**config.mk**
```make
export PLATFORM = sky130hd
export DESIGN_NAME = eq_4
export DESIGN_NICKNAME = d
export VERILOG_FILES = /design/src/rtl/eq_4_pkg.sv /design/src/rtl/eq_4_debounce.sv /design/src/rtl/eq_4.sv
export SDC_FILE = /design/constraint.sdc
export NUM_CORES = 1
export LEC_CHECK = 0
export ABC_AREA = 1
export BUFFER_PORTS_ARGS = -buffer_cell sky130_fd_sc_hd__buf_4
export CAP_MARGIN = 10
export CORE_MARGIN = 4
export CORE_UTILIZATION = 25
export DETAILED_ROUTE_END_ITERATION = 16
export SLEW_MARGIN = 20
export SYNTH_ARGS = -nofsm -noshare
export SYNTH_HDL_FRONTEND = slang
export SYNTH_SLANG_ARGS = --single-unit
```
**constraint.sdc**
```tcl
create_clock -name clk -period 1 [get_ports clk]
set_input_delay 0.25 -clock clk [delete_from_list [all_inputs] [get_ports clk]]
set_output_delay 0.25 -clock clk [all_outputs]
set_load 0.01 [all_outputs]
```
**src/rtl/eq_4_pkg.sv**
```systemverilog
// Shared types and defaults for the eq_4 front-panel equality checker.
//   OPERAND_W           : width of each captured operand
//   operand_t           : operand value type
//   DEBOUNCE_CYCLES_DEF : default stable-sample count for the button filter
package eq_4_pkg;

  localparam int unsigned OPERAND_W           = 4;
  localparam int unsigned DEBOUNCE_CYCLES_DEF = 4;

  typedef logic [OPERAND_W-1:0] operand_t;

endpackage

```
**src/rtl/eq_4_debounce.sv**
```systemverilog
// Button conditioner: 2-flop synchronizer followed by a saturating-count filter.
// The filtered level only changes after DEBOUNCE_CYCLES consecutive synchronized
// samples that differ from the current level.
// Ports:
//   clk   : system clock
//   rst   : asynchronous active-high reset
//   btn   : raw, possibly asynchronous button level
//   level : filtered, registered button level
import eq_4_pkg::*;

module eq_4_debounce #(
  parameter int unsigned DEBOUNCE_CYCLES = DEBOUNCE_CYCLES_DEF
) (
  input  logic clk,
  input  logic rst,
  input  logic btn,
  output logic level
);

  localparam int unsigned CNT_W = (DEBOUNCE_CYCLES > 1) ? $clog2(DEBOUNCE_CYCLES) : 1;
  localparam logic [CNT_W-1:0] CNT_LAST = CNT_W'(DEBOUNCE_CYCLES - 1);

  logic [1:0]       sync;
  logic [CNT_W-1:0] cnt;

  // Synchronize, then accept a new level once it has been seen DEBOUNCE_CYCLES times in a row.
  always_ff @(posedge clk or posedge rst) begin
    if (rst) begin
      sync  <= 2'b00;
      cnt   <= '0;
      level <= 1'b0;
    end else begin
      sync <= {sync[0], btn};
      if (sync[1] == level) begin
        cnt <= '0;
      end else if (cnt == CNT_LAST) begin
        level <= sync[1];
        cnt   <= '0;
      end else begin
        cnt <= cnt + CNT_W'(1);
      end
    end
  end

endmodule

```
**src/rtl/eq_4.sv**
```systemverilog
// Two-operand 4-bit equality checker for a switch/push-button panel.
// push1 captures operand A from no, push2 captures operand B; ledpin lights one
// cycle after both operands have been captured and are equal.
// Optional button conditioning is enabled by defining EQ4_DEBOUNCE_EN.
// Ports:
//   clk    : system clock
//   rst    : asynchronous active-high reset
//   no     : operand value from switches
//   push1  : capture-A button, active-high
//   push2  : capture-B button, active-high
//   ledpin : registered equality indicator
import eq_4_pkg::*;

module eq_4 #(
  parameter int unsigned DEBOUNCE_CYCLES = DEBOUNCE_CYCLES_DEF
) (
  input  logic                 clk,
  input  logic                 rst,
  input  logic [OPERAND_W-1:0] no,
  input  logic                 push1,
  input  logic                 push2,
  output logic                 ledpin
);

  operand_t reg_a;
  operand_t reg_b;
  logic     valid_a;
  logic     valid_b;
  logic     push1_eff;
  logic     push2_eff;

  // A zero-cycle filter is meaningless; reject it at elaboration.
  if (DEBOUNCE_CYCLES < 1) begin : g_bad_cfg
    $error("eq_4: DEBOUNCE_CYCLES must be at least 1");
  end

`ifdef EQ4_DEBOUNCE_EN
  eq_4_debounce #(
    .DEBOUNCE_CYCLES(DEBOUNCE_CYCLES)
  ) u_db_push1 (
    .clk   (clk),
    .rst   (rst),
    .btn   (push1),
    .level (push1_eff)
  );

  eq_4_debounce #(
    .DEBOUNCE_CYCLES(DEBOUNCE_CYCLES)
  ) u_db_push2 (
    .clk   (clk),
    .rst   (rst),
    .btn   (push2),
    .level (push2_eff)
  );
`else
  // Buttons are assumed synchronous to clk in this build.
  assign push1_eff = push1;
  assign push2_eff = push2;
`endif

  // Operand capture and compare; ledpin uses the pre-edge register values,
  // giving one cycle from load to LED.
  always_ff @(posedge clk or posedge rst) begin
    if (rst) begin
      reg_a   <= '0;
      reg_b   <= '0;
      valid_a <= 1'b0;
      valid_b <= 1'b0;
      ledpin  <= 1'b0;
    end else begin
      if (push1_eff) begin
        reg_a   <= no;
        valid_a <= 1'b1;
      end
      if (push2_eff) begin
        reg_b   <= no;
        valid_b <= 1'b1;
      end
      ledpin <= valid_a & valid_b & (reg_a == reg_b);
    end
  end

endmodule

```
==> impl_metrics.py, run 1 <==
metrics = {
    "global_routing": {
        "grt_overflow": 0,
        "top_usage_layer": "met2",
        "antenna_found_initial": 0,
        "grt_pass1_wl_um": 1490,
        "grt_max_degree": 12,
        "use_met2_pct": 12.88,
        "grt_use_total_pct": 8.113,
        "use_met1_pct": 9.042,
        "grt_pass1_vias": 349,
        "grtUsageMet3_pct": 4.665,
    },
    "placed_design": {
        "place_congestion": 0.7252,
        "dp_hpwl_um": 596.5,
        "dp.cells": 89,
        "port_buffers": 8,
    },
    "cts": {
        "h-tree-depth": 1,
        "worst_skew_pair.late_latency_ns": 0.26,
        "cts_tree": "yes",
        "post_cts_buffers": 0,
        "clk_pin_slew_ns": 0.06,
        "numCtsBuffers": 3,
        "cts_root_buffer": "clkbuf_4",
        "max-clock-path-buffers": 2,
        "numClockSinks": 11,
    },
    "floorplan": {
        "start_util_pct": 26.67,
        "core_mm2": 0.001745,
        "design.die.area_mm2": 0.002616,
        "die_w_um": 51.15,
        "die_y_um": 51.15,
        "io_pins": 9,
        "rows": 15,
    },
    "logic_synthesis": {
        "synth_cell_types": 10,
        "ys.flop_type": "dfrtp_1",
        "syn-instance-count": 57,
        "syn_avg_cell_area_um2": 8.166,
        "yosys_warnings": 0,
        "synth_enable_flop_cells": 0,
        "syn_nets": 65,
        "ys_seq_elements": 11,
        "synth-async-reset-ratio_pct": 100.0,
        "synthTopCellsByCount": "nand2_1 (20), dfrtp_1 (11), inv_1 (11), o21ai_0 (7), nor2_1 (3)",
        "synth.most_common_cell": "nand2_1",
        "seq_area_frac_synth_pct": 59.14,
        "synth_top_area_share_pct": 59.14,
        "synth.area.top_cells": "dfrtp_1 (59%), nand2_1 (16%), inv_1 (8.9%), o21ai_0 (7.5%), nor2_1 (2.4%)",
        "syn-cell-area_um2": 465.4,
        "synth_top_cell_by_area": "dfrtp_1",
    },
    "power": {
        "peakVddDrop_mv": 0.6963,
        "power_density_mw_per_mm2": 1537,
        "leakage_nw": 0.3197,
    },
    "route": {
        "dr.pass1.iters": 4,
        "vias": 369,
        "ant_nets": 0,
        "drc": 0,
        "drt_iter0_markers": 4,
        "viasPerCell": 3.926,
        "routed_wirelength_um": 831,
        "routedWlPerCell_um": 8.840,
    },
    "worst_setup_path": {
        "crit_type": "reg2out",
        "cpPeakStageDelay_ns": 0.37,
        "endpoint_kind": "output port",
        "crit_fanout": 1,
        "cp_num_buf_inv": 1,
        "cp_slowest_cell": "dfrtp_1",
        "cp-start-kind": "flip-flop",
        "crit_chain": "buf_6",
        "worstPathArrival_ns": 0.75,
        "critical-path-top-delay-family": "flip-flops",
        "cp_data_required_time_ns": 0.75,
    },
    "outcome": {
        "status": "finished, violations left",
        "violations": "setup timing",
    },
    "sta": {
        "setup_violations": 1,
        "report.final.slew_viol_count": 0,
        "hold_violations": 0,
        "fin_worst_skew_ns": 0.0001289,
        "hold_ws_ns": 0.1967,
        "finalCritPeriodShare_pct": 100.1,
        "clock.fmax_ghz": 0.9987,
        "worstMarginPinSlew_ns": 0.4125,
        "period_minus_slack_ns": 1.001,
        "grt_setup_unrepaired": "yes",
        "slew_headroom_pct": 72.47,
        "fin_ws_ns": -0.001287,
    },
    "cells_and_area": {
        "syn_to_final_growth_pct": 27.15,
        "diodes": 0,
        "finalNonFillerCells": 94,
        "final_nets": 78,
        "drive_above_1_share_pct": 17.39,
        "fill_cells": 188,
    },
    "min_path": {
        "hold_path.class": "in2reg",
    },
    "job": {
        "cap_violations": 0,
    },
}
## power breakdown
part / total (mW) / switching [mW] / leakage, nW / internal, mW
Combinational: 0.125 / 0.0689 / 0.177 / 0.0566
Sequential: 0.494 / 0.0158 / 0.128 / 0.478
Clock: 0.291 / 0.136 / 0.0150 / 0.154
## placed cells by master, fill, tap and decap left out
| master | n |
|---|---|
| buf_6 | 1 |
| or2_1 | 1 |
| nor2_2 | 1 |
| clkbuf_1 | 1 |
| clkbuf_4 | 3 |
| a21oi_1 | 1 |
| dfrtp_1 | 11 |
| nand3_1 | 1 |
| buf_4 | 7 |
| nor2_1 | 3 |
| inv_1 | 11 |
| dlygate4sd3_1 | 1 |
| nand2_1 | 20 |
| o21ai_0 | 7 |
## through the flow
stage               power, mW  utilization [%]  setup WS, ns  cell area (um^2)   TNS (ns)
floorplan              0.5733                -        0.2618             465.4          0
global placement       0.6196            31.61        0.2203             551.8          0
detailed placement     0.6225            31.61        0.2119             551.8          0
CTS                    0.9286            33.91      -0.01196             591.8   -0.01196
global route           0.9804            33.91      -0.03658             591.8   -0.03658
finish                 0.9096            33.91     -0.001287             591.8  -0.001287
## kinds of logic after synthesis
family,synth area share (%)
simple gates,22.31
flops,59.14
buf+inv,9.945
compound gates,8.600
## area by class of cell
class / count / area, um^2 / share of cell area, %
clock buffers: 4 / 26.28 / 4.440
multi-input cells: 34 / 143.9 / 24.31
inverters: 11 / 41.29 / 6.977
repair buffers: 9 / 73.82 / 12.47
flip-flops and latches: 11 / 275.3 / 46.51
well taps: 25 / 31.28 / 5.285
## state kept, by name, indices dropped and copies added (netlist names)
name     flops
valid_a      1
valid_b      1
ledpin       1
reg_a        4
reg_b        4
## routing by layer
metal / up-vias / share of wire, %
li1: 192 / -
met1: 166 / 48
met2: 9 / 44
met3: 2 / 6.6
met4: 0 / 0.72
met5: - / 0
## worst paths after layout
kind | startpoint | endpoint | slack, ns | cells past startpoint
min in group asynchronous | rst | reg_b[0] | 0.53 | 3
hold / removal | no[2] | reg_b[2] | 0.20 | 3
max in group asynchronous | rst | reg_b[3] | 0.18 | 3
setup / recovery | ledpin | ledpin | -0.001 | 1
hold reg to reg | valid_b | valid_b | 0.45 | 2
setup reg to reg | reg_b[0] | ledpin | 0.20 | 5
## repair_timing
item | in CTS | in global routing
hold buffers | 1 | 0
setup endpoints to repair | 1 | 1
hold endpoints to repair | 11 | 0
gates resized for setup | 1 | 0
## worst min-delay path: cells and delay by family
family,cells,cell delay (ns)
compound gates,1,0.05
buf+inv,1,0.08
simple gates,1,0.03
Note: power is estimated with default switching activity, not from simulation.
==> run 2: changes to the inputs <==
--- a/config.mk
+++ b/config.mk
@@ -8,9 +8,13 @@
 export ABC_AREA = 1
 export BUFFER_PORTS_ARGS = -buffer_cell sky130_fd_sc_hd__buf_4
 export CAP_MARGIN = 10
+export CELL_PAD_IN_SITES_DETAIL_PLACEMENT = 0
+export CELL_PAD_IN_SITES_GLOBAL_PLACEMENT = 1
 export CORE_MARGIN = 4
 export CORE_UTILIZATION = 25
+export CTS_BUF_LIST = sky130_fd_sc_hd__clkbuf_16
 export DETAILED_ROUTE_END_ITERATION = 16
+export PLACE_DENSITY_LB_ADDON = 0.1
 export SLEW_MARGIN = 20
 export SYNTH_ARGS = -nofsm -noshare
 export SYNTH_HDL_FRONTEND = slang
==> impl_metrics.py, run 2 (synthesized netlist as in run 1, its figures left out) <==
metrics = {
    "worst_setup_path": {
        "r2r_slack_ns": 0.20,
        "cp_slowest_cell": "dfrtp_1",
        "endpoint_kind": "output port",
        "crit_cells": 1,
        "crit_type": "reg2out",
        "crit_chain": "buf_6",
        "worstPathArrival_ns": 0.71,
        "ff2ff_path_depth": 4,
        "cp_data_required_time_ns": 0.75,
        "critical-path-top-delay-family": "flip-flops",
        "cp-start-kind": "flip-flop",
        "crit_fanout": 1,
        "cpPeakStageDelay_ns": 0.36,
        "cp_num_buf_inv": 1,
    },
    "cts": {
        "h-tree-depth": 1,
        "clk_pin_slew_ns": 0.04,
        "cts.repair.resized": 0,
        "worst_skew_pair.late_latency_ns": 0.23,
        "numClockSinks": 11,
        "post_cts_buffers": 0,
        "max-clock-path-buffers": 2,
        "cts_tree": "yes",
        "ctsHoldBuffers": 0,
        "cts_root_buffer": "clkbuf_16",
        "numCtsBuffers": 3,
    },
    "sta": {
        "clock.fmax_ghz": 1.038,
        "grt_setup_unrepaired": "no",
        "finalCritPeriodShare_pct": 96.38,
        "fin_ws_ns": 0.03621,
        "hold_violations": 11,
        "slew_headroom_pct": 90.46,
        "setup_tns_ns": 0,
        "report.final.slew_viol_count": 0,
        "setup_violations": 0,
        "worstMarginPinSlew_ns": 0.1416,
        "hold_ws_ns": -0.003138,
        "fin_worst_skew_ns": 0.0009609,
        "period_minus_slack_ns": 0.9638,
    },
    "cells_and_area": {
        "finalNonFillerCells": 94,
        "fill_cells": 184,
        "top_regs": "reg_a x4, reg_b x4",
        "drive_above_1_share_pct": 18.84,
        "diodes": 0,
        "layout_commonest_cell": "nand2_1",
        "final_cell_mix": "nand2_1 (20), inv_1 (12), dfrtp_1 (11)",
        "syn_to_final_growth_pct": 37.90,
        "fin_util_pct": 36.77,
        "final_nets": 78,
        "fin_area_um2": 641.9,
    },
    "global_routing": {
        "grt_max_degree": 12,
        "grt_use_total_pct": 8.180,
        "antenna_found_initial": 0,
        "grt_overflow": 0,
        "grt_pass1_wl_um": 1497,
        "grt_pass1_vias": 327,
    },
    "route": {
        "ant_nets": 0,
        "dr.pass1.iters": 4,
        "viasPerCell": 3.851,
        "routedWlPerCell_um": 9.649,
        "drc": 0,
        "vias": 362,
        "routed_wirelength_um": 907,
        "drt_iter0_markers": 8,
    },
    "power": {
        "power_density_mw_per_mm2": 2085,
        "peakVddDrop_mv": 0.7720,
        "total_power_mw": 1.338,
        "leakage_nw": 0.3477,
    },
    "placed_design": {
        "port_buffers": 8,
        "dp_hpwl_um": 693.7,
        "dp.cells": 90,
        "pre_cts_ws_ns": 0.1974,
        "place_congestion": 0.6976,
        "placed_area_um2": 559.3,
    },
    "floorplan": {
        "design.die.area_mm2": 0.002616,
        "die_w_um": 51.15,
        "die_y_um": 51.15,
        "core_mm2": 0.001745,
        "io_pins": 9,
        "rows": 15,
        "start_util_pct": 26.67,
    },
    "job": {
        "cap_violations": 0,
    },
    "min_path": {
        "hold_path.class": "in2async",
    },
    "outcome": {
        "status": "finished, violations left",
        "violations": "hold timing",
    },
}
==> run 2: cell types whose count changed in the layout (fill, tap and decap cells not counted), sizes merged <==
cell         change
dlygate4sd3      -1
clkbuf           -1
buf              +1
inv              +1
==> run 2: final cells by class <==
type	instances	area [um^2]	area share, %
Clock buffer	3	75.07	11.70
Clock inverter	1	3.754	0.5848
Inverter	11	41.29	6.433
Multi-Input combinational cell	34	143.9	22.42
Sequential cell	11	275.3	42.88
Tap cell	25	31.28	4.873
Timing Repair Buffer	9	71.32	11.11
==> run 2: report_power, final <==
part           total [mW]  switching [mW]  internal [mW]
clock network       0.717           0.192          0.525
logic               0.124          0.0677         0.0567
registers           0.497          0.0169          0.480
==> run 2: final timing paths <==
path,from,end
worst max-delay path,ledpin,ledpin
worst min-delay path,rst,ledpin
worst max register to register,reg_b[3],ledpin
worst min register to register,valid_a,valid_a
max in group asynchronous,rst,valid_a
min in group clk,no[0],reg_b[0]
==> run 2: routing by layer <==
| layer | GRT usage [%] | vias to the layer above | wire [um] |
|---|---|---|---|
| li1 | - | 193 | - |
| met1 | 11.41 | 159 | 453 |
| met2 | 10.52 | 8 | 402 |
| met3 | 2.624 | 2 | 40 |
| met4 | 5.381 | 0 | 10 |
| met5 | 0 | - | 0 |
